### src/rtl/core_pkg.sv
// Shared instruction-word layout and sequencer state encoding
// for the attention core and its instruction sequencer.
package core_pkg;

  localparam int INST_W          = 17;
  localparam int INST_OFIFO_RD   = 16;
  localparam int INST_QK_ADD_MSB = 15;
  localparam int INST_QK_ADD_LSB = 12;
  localparam int INST_P_ADD_MSB  = 11;
  localparam int INST_P_ADD_LSB  = 8;
  localparam int INST_EXEC       = 7;
  localparam int INST_LOAD       = 6;
  localparam int INST_QRD        = 5;
  localparam int INST_QWR        = 4;
  localparam int INST_KRD        = 3;
  localparam int INST_KWR        = 2;
  localparam int INST_PRD        = 1;
  localparam int INST_PWR        = 0;

  typedef enum logic [2:0] {
    S_IDLE,
    S_QWR,
    S_KWR,
    S_KLD,
    S_PAD,
    S_EXE,
    S_WB,
    S_DONE
  } state_t;

endpackage

### src/rtl/core_inst_seq_if.sv
// Host/core handshake bundle seen by the instruction sequencer.
// master = sequencer side, slave = host/core side.
interface core_inst_seq_if;
  import core_pkg::*;

  logic              start;
  logic              data_valid;
  logic              data_ready;
  logic              fifo_valid;
  logic [INST_W-1:0] inst;
  logic              busy;
  logic              done;

  modport master (
    input  start, data_valid, fifo_valid,
    output data_ready, inst, busy, done
  );

  modport slave (
    output start, data_valid, fifo_valid,
    input  data_ready, inst, busy, done
  );

endinterface

### src/rtl/core_inst_seq.sv
// Per-tile instruction sequencer: Q/K writes, kernel load, pad,
// execute, then ofifo drain into psum memory.
module core_inst_seq
  import core_pkg::*;
(
  input  logic           clk,
  input  logic           reset,
  input  logic [7:0]     col,
  input  logic [7:0]     len_q,
  input  logic [7:0]     load_pad,
  core_inst_seq_if.master bus
);

  state_t            state;
  state_t            nxt;
  logic [7:0]        cnt;
  logic [7:0]        cnt_d;
  logic [7:0]        rd_cnt;
  logic [7:0]        rd_d;
  logic [7:0]        wr_cnt;
  logic [7:0]        wr_d;
  logic [INST_W-1:0] inst_q;
  logic [INST_W-1:0] inst_d;
  logic              rdy_q;
  logic              rdy_d;
  logic              busy_q;
  logic              busy_d;
  logic              done_q;
  logic              done_d;

  always_ff @(posedge clk or negedge reset) begin
    if (!reset) state <= S_IDLE;
    else        state <= nxt;
  end

  // pmem_wr trails ofifo_rd by one cycle, so WB exits on the
  // cycle whose registered read is the last outstanding one.
  always_comb begin
    nxt = state;
    unique case (state)
      S_IDLE: if (bus.start) nxt = S_QWR;
      S_QWR:
        if (bus.data_valid && cnt == len_q - 8'd1)
          nxt = S_KWR;
      S_KWR:
        if (bus.data_valid && cnt == col - 8'd1)
          nxt = S_KLD;
      S_KLD:
        if (cnt == col)
          nxt = (load_pad == 8'd0) ? S_EXE : S_PAD;
      S_PAD:
        if (cnt == load_pad - 8'd1) nxt = S_EXE;
      S_EXE:
        if (cnt == len_q) nxt = S_WB;
      S_WB:
        if (inst_q[INST_OFIFO_RD] &&
            wr_cnt == len_q - 8'd1)
          nxt = S_DONE;
      S_DONE: nxt = S_IDLE;
      default: nxt = S_IDLE;
    endcase
  end

  always_comb begin
    inst_d = '0;
    cnt_d  = cnt;
    rd_d   = rd_cnt;
    wr_d   = wr_cnt;
    unique case (state)
      S_IDLE: begin
        cnt_d = '0;
        rd_d  = '0;
        wr_d  = '0;
      end
      S_QWR:
        if (bus.data_valid) begin
          inst_d[INST_QWR] = 1'b1;
          inst_d[INST_QK_ADD_MSB:INST_QK_ADD_LSB] = cnt[3:0];
          cnt_d = cnt + 8'd1;
        end
      S_KWR:
        if (bus.data_valid) begin
          inst_d[INST_KWR] = 1'b1;
          inst_d[INST_QK_ADD_MSB:INST_QK_ADD_LSB] = cnt[3:0];
          cnt_d = cnt + 8'd1;
        end
      S_KLD: begin
        inst_d[INST_LOAD] = 1'b1;
        if (cnt < col) begin
          inst_d[INST_KRD] = 1'b1;
          inst_d[INST_QK_ADD_MSB:INST_QK_ADD_LSB] = cnt[3:0];
        end
        cnt_d = cnt + 8'd1;
      end
      S_PAD: cnt_d = cnt + 8'd1;
      S_EXE: begin
        inst_d[INST_EXEC] = 1'b1;
        if (cnt < len_q) begin
          inst_d[INST_QRD] = 1'b1;
          inst_d[INST_QK_ADD_MSB:INST_QK_ADD_LSB] = cnt[3:0];
        end
        cnt_d = cnt + 8'd1;
      end
      S_WB: begin
        if (bus.fifo_valid && rd_cnt < len_q) begin
          inst_d[INST_OFIFO_RD] = 1'b1;
          rd_d = rd_cnt + 8'd1;
        end
        if (inst_q[INST_OFIFO_RD]) begin
          inst_d[INST_PWR] = 1'b1;
          inst_d[INST_P_ADD_MSB:INST_P_ADD_LSB] = wr_cnt[3:0];
          wr_d = wr_cnt + 8'd1;
        end
      end
      default: ;
    endcase
    if (nxt != state) cnt_d = '0;
    rdy_d  = (nxt == S_QWR) || (nxt == S_KWR);
    busy_d = (nxt != S_IDLE) || (state == S_DONE);
    done_d = (state == S_DONE);
  end

  always_ff @(posedge clk or negedge reset) begin
    if (!reset) begin
      cnt    <= '0;
      rd_cnt <= '0;
      wr_cnt <= '0;
      inst_q <= '0;
      rdy_q  <= 1'b0;
      busy_q <= 1'b0;
      done_q <= 1'b0;
    end else begin
      cnt    <= cnt_d;
      rd_cnt <= rd_d;
      wr_cnt <= wr_d;
      inst_q <= inst_d;
      rdy_q  <= rdy_d;
      busy_q <= busy_d;
      done_q <= done_d;
    end
  end

  assign bus.inst       = inst_q;
  assign bus.data_ready = rdy_q;
  assign bus.busy       = busy_q;
  assign bus.done       = done_q;

endmodule

### src/flat_wrapper.sv
// flat-port wrapper written by rule: the top's interface ports become plain ports
module core_inst_seq_flat import core_pkg::*;
  (clk, reset, col, len_q, load_pad, bus_start, bus_data_valid, bus_fifo_valid, bus_data_ready, bus_inst, bus_busy, bus_done);
  core_inst_seq_if bus_i ();
  input  logic clk;
  input  logic reset;
  input  logic [7:0] col;
  input  logic [7:0] len_q;
  input  logic [7:0] load_pad;
  input wire logic [$bits(bus_i.start)-1:0] bus_start;
  input wire logic [$bits(bus_i.data_valid)-1:0] bus_data_valid;
  input wire logic [$bits(bus_i.fifo_valid)-1:0] bus_fifo_valid;
  output wire logic [$bits(bus_i.data_ready)-1:0] bus_data_ready;
  output wire logic [$bits(bus_i.inst)-1:0] bus_inst;
  output wire logic [$bits(bus_i.busy)-1:0] bus_busy;
  output wire logic [$bits(bus_i.done)-1:0] bus_done;
  assign bus_i.start = bus_start;
  assign bus_i.data_valid = bus_data_valid;
  assign bus_i.fifo_valid = bus_fifo_valid;
  assign bus_data_ready = bus_i.data_ready;
  assign bus_inst = bus_i.inst;
  assign bus_busy = bus_i.busy;
  assign bus_done = bus_i.done;
  core_inst_seq u_core (.clk(clk), .reset(reset), .col(col), .len_q(len_q), .load_pad(load_pad), .bus(bus_i));
endmodule
### config.mk
export PLATFORM = sky130hd
export DESIGN_NAME = core_inst_seq_flat
export DESIGN_NICKNAME = d
export VERILOG_FILES = /design/src/rtl/core_pkg.sv /design/src/rtl/core_inst_seq_if.sv /design/src/rtl/core_inst_seq.sv /design/src/flat_wrapper.sv
export SDC_FILE = /design/constraint.sdc
export NUM_CORES = 1
export LEC_CHECK = 0
export ABC_AREA = 1
export CAP_MARGIN = 20
export CORE_ASPECT_RATIO = 1.1
export CORE_MARGIN = 1
export CORE_UTILIZATION = 50
export CTS_CLUSTER_DIAMETER = 60
export DETAILED_ROUTE_END_ITERATION = 8
export DONT_BUFFER_PORTS = 1
export PLACE_DENSITY = 0.77
export SYNTH_ARGS = -nofsm -noshare
export SYNTH_HDL_FRONTEND = slang
export SYNTH_SLANG_ARGS = --single-unit
### constraint.sdc
create_clock -name clk -period 2.3 [get_ports clk]
set_input_delay 0.345 -clock clk [delete_from_list [all_inputs] [get_ports clk]]
set_output_delay 0.345 -clock clk [all_outputs]
set_load 0.005 [all_outputs]
## Word-level counts from Yosys, hierarchy flattened

Cells that the tools add are included.

| storage, ports and cells | value |
|---|---|
| output and inout bits | 20 |
| word-level logic and storage cells | 87 |
| register bits after elaboration | 46 |

| cells by class | value |
|---|---|
| mux-type cells | 35 |
| add/sub/neg operators | 6 |
| reduce and logical (&&, ||, !) cells | 16 |
| $lt $le $gt $ge | 3 |
| equality and inequality tests | 19 |

Operators by type and width:

| kind | number |
|---|---|
| == test 8 bit | 6 |
| 2-to-1 mux 8 bit | 4 |
| case mux 8 bit (2 select lines) | 2 |
| adder 8 x 1 -> 8 bit (second input constant) | 3 |
| less-than comparator 8 bit | 3 |
| case mux 3 bit (8 select lines) | 1 |
| case mux 8 bit (3 select lines) | 1 |
| subtractor 8 x 1 -> 8 bit (second input constant) | 3 |
| 2-to-1 mux 3 bit | 7 |
| 2-to-1 mux 4 bit | 5 |
| 2-to-1 mux 1 bit | 14 |
| == test 3 bit (second input constant) | 4 |
| case mux 4 bit (3 select lines) | 1 |
| == test 3 x 2 -> 1 bit (second input constant) | 3 |
| zero test 8 bit | 1 |
| == test 3 x 1 -> 1 bit (second input constant) | 2 |
| AND reduction 2 bit | 3 |
| logical AND 1 bit | 4 |
| inequality test 2 x 1 -> 1 bit (second input constant) | 2 |
| nonzero test 4 bit | 1 |
| zero test 3 bit | 1 |
| inequality test 3 x 1 -> 1 bit (second input constant) | 1 |
| inequality test 3 bit | 1 |
| nonzero test 3 bit | 1 |
| 4 further kinds | 5 |

## Depth between registers and ports, before layout

| logic depth | value |
|---|---|
| depth in word-level cells | 8 |
| gate-level depth with buffers | 17 |

## Worst setup path after synthesis

No wires, ideal clock.

| path | value |
|---|---|
| path kind | input to register |
| from | input port len_q[0] |
| to | register u_core.cnt[7] |
| arrival | 1.688 ns |
| buffers on the path | 1 |
| library setup time | 0.123 ns |
| cell stages on the path | 17 |
| slack | 0.489 ns |
| path through | inv_1 > ha_1 > buf_2 > inv_1 > nand2_1 > nand3_1 > nand2_1 > nor2_1 > nand3_1 > nor2_1 > nand4_1 > nand2_2 > nand2_1 > nand2_1 > inv_1 > nand2_4 > nor2_1 |

| on the way | value |
|---|---|
| word-level cells in the longest chain between the ends | 8 |

Ends and longest elaborated chain:

| item | line | source |
|---|---|---|
| start: declaration | flat_wrapper.sv:8 | `input logic [7:0] len_q;` |
| subtractor 8 x 1 -> 8 bit | core_inst_seq.sv:43, core_inst_seq.sv:57 |  |
| == test 8 bit (on tied branches) | core_inst_seq.sv:57, core_inst_seq.sv:43 |  |
| logical AND 1 bit (on tied branches) | core_inst_seq.sv:56, core_inst_seq.sv:43 |  |
| 2-to-1 mux 3 bit (on tied branches) | core_inst_seq.sv:56, core_inst_seq.sv:43 |  |
| case mux 3 bit (8 select lines) (*) | core_inst_seq.sv:40 | `unique case (state)` |
| via u_core.nxt[1] | core_inst_seq.sv:15 | `state_t nxt;` |
| inequality test 3 bit (*) | core_inst_seq.sv:117 | `if (nxt != state) cnt_d = '0;` |
| inequality test 3 x 1 -> 1 bit (no source line) or nonzero test 4 bit (tied branches) | - |  |
| AND reduction 2 bit (no source line) | - |  |
| end signal: assignment | core_inst_seq.sv:133 | `cnt <= cnt_d;` |
| end: declaration | core_inst_seq.sv:16 | `logic [7:0] cnt;` |

The timed path passes the listed nets; every way through them passes the cells marked *.
A chain may end at the register's enable or synchronous reset.

## Worst setup path in the final report

| path | value |
|---|---|
| from | register u_core.cnt[7] |
| to | register u_core.cnt[5] |

| on the way | value |
|---|---|
| word-level cells in the longest chain between the ends | 7 |

Ends and longest elaborated chain:

| item | line |
|---|---|
| == test 8 bit (on tied branches) | core_inst_seq.sv:46, core_inst_seq.sv:43 |
| logical AND 1 bit (on tied branches) | core_inst_seq.sv:46, core_inst_seq.sv:43 |
| 2-to-1 mux 3 bit (on tied branches) | core_inst_seq.sv:46, core_inst_seq.sv:43 |
| case mux 3 bit (8 select lines) (*) | core_inst_seq.sv:40 |
| inequality test 3 bit (*) | core_inst_seq.sv:117 |
| inequality test 3 x 1 -> 1 bit (no source line) or nonzero test 4 bit (tied branches) | - |
| AND reduction 2 bit (no source line) | - |

Every way passes the cells marked *; elsewhere a longest branch is shown, timed or not.

==> run metrics <==
Placed Cells 620; first-pass GRT wire length 15300 um; total gr overflow 0; WP data required 2.53 ns; fill count 651; post-synthesis instance total 536; clk_skew 0.00928 ns; CP Capture Type flip-flop; commonest cells after routing, fill and taps aside nand2_1 (133), inv_1 (77), nor2_1 (67), nand3_1 (56), dfrtp_1 (38); Site Rows 32; fin nets 610; total core area 7050 um^2; Setup TNS 0 ns; layout cell share with drive strength beyond 1 0.107; Die H 91.8 um; Final Util 0.566; CP Class flip-flop to flip-flop; cell mode on critical path nor2_1; Initial Utilization 0.521; crit-path max cell delay 0.46 ns; Arrival @ worst endpoint 2.33 ns; DRT iter0 DRCs 191; Via Count 3516; non-filler cells, final 638; diode count 0; DRT Pass-1 Iters 5; Clock transition at path regs 0.09 ns; Crit Path Max Fanout 8; Hold WC Path Type input pin to flip-flop; fmax 477 MHz; CTS H-tree lvls 2; ANT nets after route 0; drt drc 0; crit path time final 2.10 ns; largest net degree at the start of global routing 47; CTS buffer count 5; Ports 49; vias per cell 5.51; Syn Std Cell Area 3670 um^2; vias in the first global route 3417; Routed Wire Length 9280 um; area grow syn2layout 8.77%; syn nets 594; Ys Warns 0; IO Port Bufs 0; CP bufs+invs 0; Cell Area, Placed 3780 um^2; delay-heaviest family, CP simple AND/OR/NAND/NOR gates; period utilisation layout 0.912; worst-path cell chain ha_1 > nand2_1 > nor2_2 > nand3_1 > nand2_1 > nand3_1 > nor2_1 > o21ai_0 > nor2_1 > nand3_2 > nand3_2 > nand2_4 > nor2_1; Post-Syn Area per Cell 6.84 um^2; Routability Congestion 0.905; Root Buffer clkbuf_8; fin area 3990 um^2; initial antenna violation count 0; most common cell after layout, fill and taps aside nand2_1; Register Area 1160 um^2; Unique masters post-synth 34; wire per inst 14.5 um; Leak 0.00210 uW; Total GRT Usage 0.251; post-synthesis sequential area ratio 0.314; CTS sink cnt 46; Slew Limit Fails 0; CTS tree done; startpoint types flip-flop; Detail Placement HPWL 7420 um; Multi-input gate area 2180 um^2; number of max-cap violations 0; worst skew pair latency 0.31 ns; maximum vdd drop 0.580 mV; Die X 83.7 um; Hold Violations, Final 0; Total Die Area 7680 um^2; Power Density 727 nW/um^2; Setup violations, final 0; #FFs+latches synth 46; outcome completed; slowest cell on the critical path dfrtp_2; Clock Path Buffers 2
-- cells in the mapped netlist --
master,instances,area share
nand2_1,133,0.14
inv_1,77,0.079
nor2_1,70,0.072
nand3_1,56,0.076
dfrtp_1,46,0.31
ha_1,29,0.099
o21ai_0,26,0.035
a21oi_1,22,0.030
nand4_1,13,0.022
xor2_1,9,0.021
buf_2,6,0.0082
nor2_2,6,0.010
nor3_1,5,0.0068
inv_2,4,0.0041
xnor2_1,4,0.0095
nand2_2,3,0.0051
nand2_4,3,0.0092
o211ai_1,3,0.0061
buf_4,2,0.0041
nand3_2,2,0.0055
nor3_2,2,0.0055
nor4_1,2,0.0034
xnor3_1,2,0.012
a21oi_2,1,0.0024
a22oi_1,1,0.0020
a31oi_1,1,0.0017
a41oi_1,1,0.0024
conb_1,1,0.0010
nand3b_1,1,0.0020
nor2_8,1,0.0055
o21a_1,1,0.0020
o21ai_2,1,0.0024
o31ai_1,1,0.0020
or2_2,1,0.0017
-- metal layers --
| metal | vias to the layer above | global-route usage | routed length, um |
|---|---|---|---|
| met3 | 13 | 0.0531 | 518 |
| met1 | 1639 | 0.270 | 3730 |
| li1 | 1759 | - | - |
| met2 | 105 | 0.474 | 4860 |
| met5 | - | 0 | 0 |
| met4 | 0 | 0.0975 | 167 |
-- through the flow --
| step | hold WS (ns) | total power, uW | setup slack [ns] |
|---|---|---|---|
| 6_report | 0.193 | 2900 | 0.203 |
| 5_1_grt | 0.200 | 3120 | -0.00154 |
| 4_1_cts | 0.194 | 2860 | 0.0990 |
| 3_5_place_dp | 0.0511 | 2320 | 0.138 |
| 3_3_place_gp | 0.0525 | 2280 | 0.215 |
| 2_1_floorplan | 0.0494 | 2010 | 0.489 |
-- where the power goes --
group,switching (uW),internal [uW]
combinational,833,429
sequential,156,966
clock,302,215
total,1290,1610
-- sequential cells by signal (all words and copies together) (netlist names) --
register               count
u_core.state               3
u_core.cnt                 8
u_core.wr_cnt              8
u_core.bus.done            1
u_core.bus.busy            1
u_core.bus.inst           16
u_core.rd_cnt              8
u_core.bus.data_ready      1
-- cell families (layout without fill, tap and decap cells) --
family          count (synthesis)  count (layout)  synth area share
buf+inv                        89             106            0.0952
flops                          46              46             0.314
fa+ha+maj                      29              29            0.0989
xor+xnor                       15              15            0.0433
compound gates                 58              58            0.0866
other cells                     1               1           0.00102
simple gates                  298             298             0.361
-- cell type report --
class | instances | share of cell area
Clock inverter | 3 | 0.00470
Multi-Input combinational cell | 401 | 0.547
Timing Repair Buffer | 17 | 0.0376
Inverter | 81 | 0.0762
Clock buffer | 5 | 0.0172
Sequential cell | 46 | 0.291
Tap cell | 85 | 0.0267
-- worst register-to-register path: cells and delay by family (launching register included) --
kind	cells	cell delay (ns)
simple gates	11	1.18
flops	1	0.46
fa+ha+maj	1	0.31
compound gates	1	0.10
-- final timing paths --
| check | startpoint | end | slack, ns | depth (start not counted) |
|---|---|---|---|---|
| setup reg to reg | u_core.cnt[7]$_DFFE_PN0P_ | u_core.cnt[5]$_DFFE_PN0P_ | 0.20 | 13 |
| hold reg to reg | u_core.wr_cnt[7]$_DFFE_PN0P_ | u_core.wr_cnt[7]$_DFFE_PN0P_ | 0.50 | 1 |
| max in group asynchronous | reset | u_core.cnt[2]$_DFFE_PN0P_ | 1.54 | 2 |
| hold / removal | bus_data_valid | u_core.bus.inst[2]$_DFF_PN0_ | 0.19 | 2 |
| min in group asynchronous | reset | u_core.rd_cnt[5]$_DFFE_PN0P_ | 0.53 | 2 |
| setup / recovery | u_core.cnt[7]$_DFFE_PN0P_ | u_core.cnt[5]$_DFFE_PN0P_ | 0.20 | 13 |
-- what timing repair did --
item                                    4_1_cts  5_1_grt
hold endpoints to repair                     46        0
setup buffers                                 0        8
resized for setup                             0       12
hold buffers                                  2        0
endpoints found under the setup margin        0       10
Note: power is estimated with default switching activity, not from simulation.
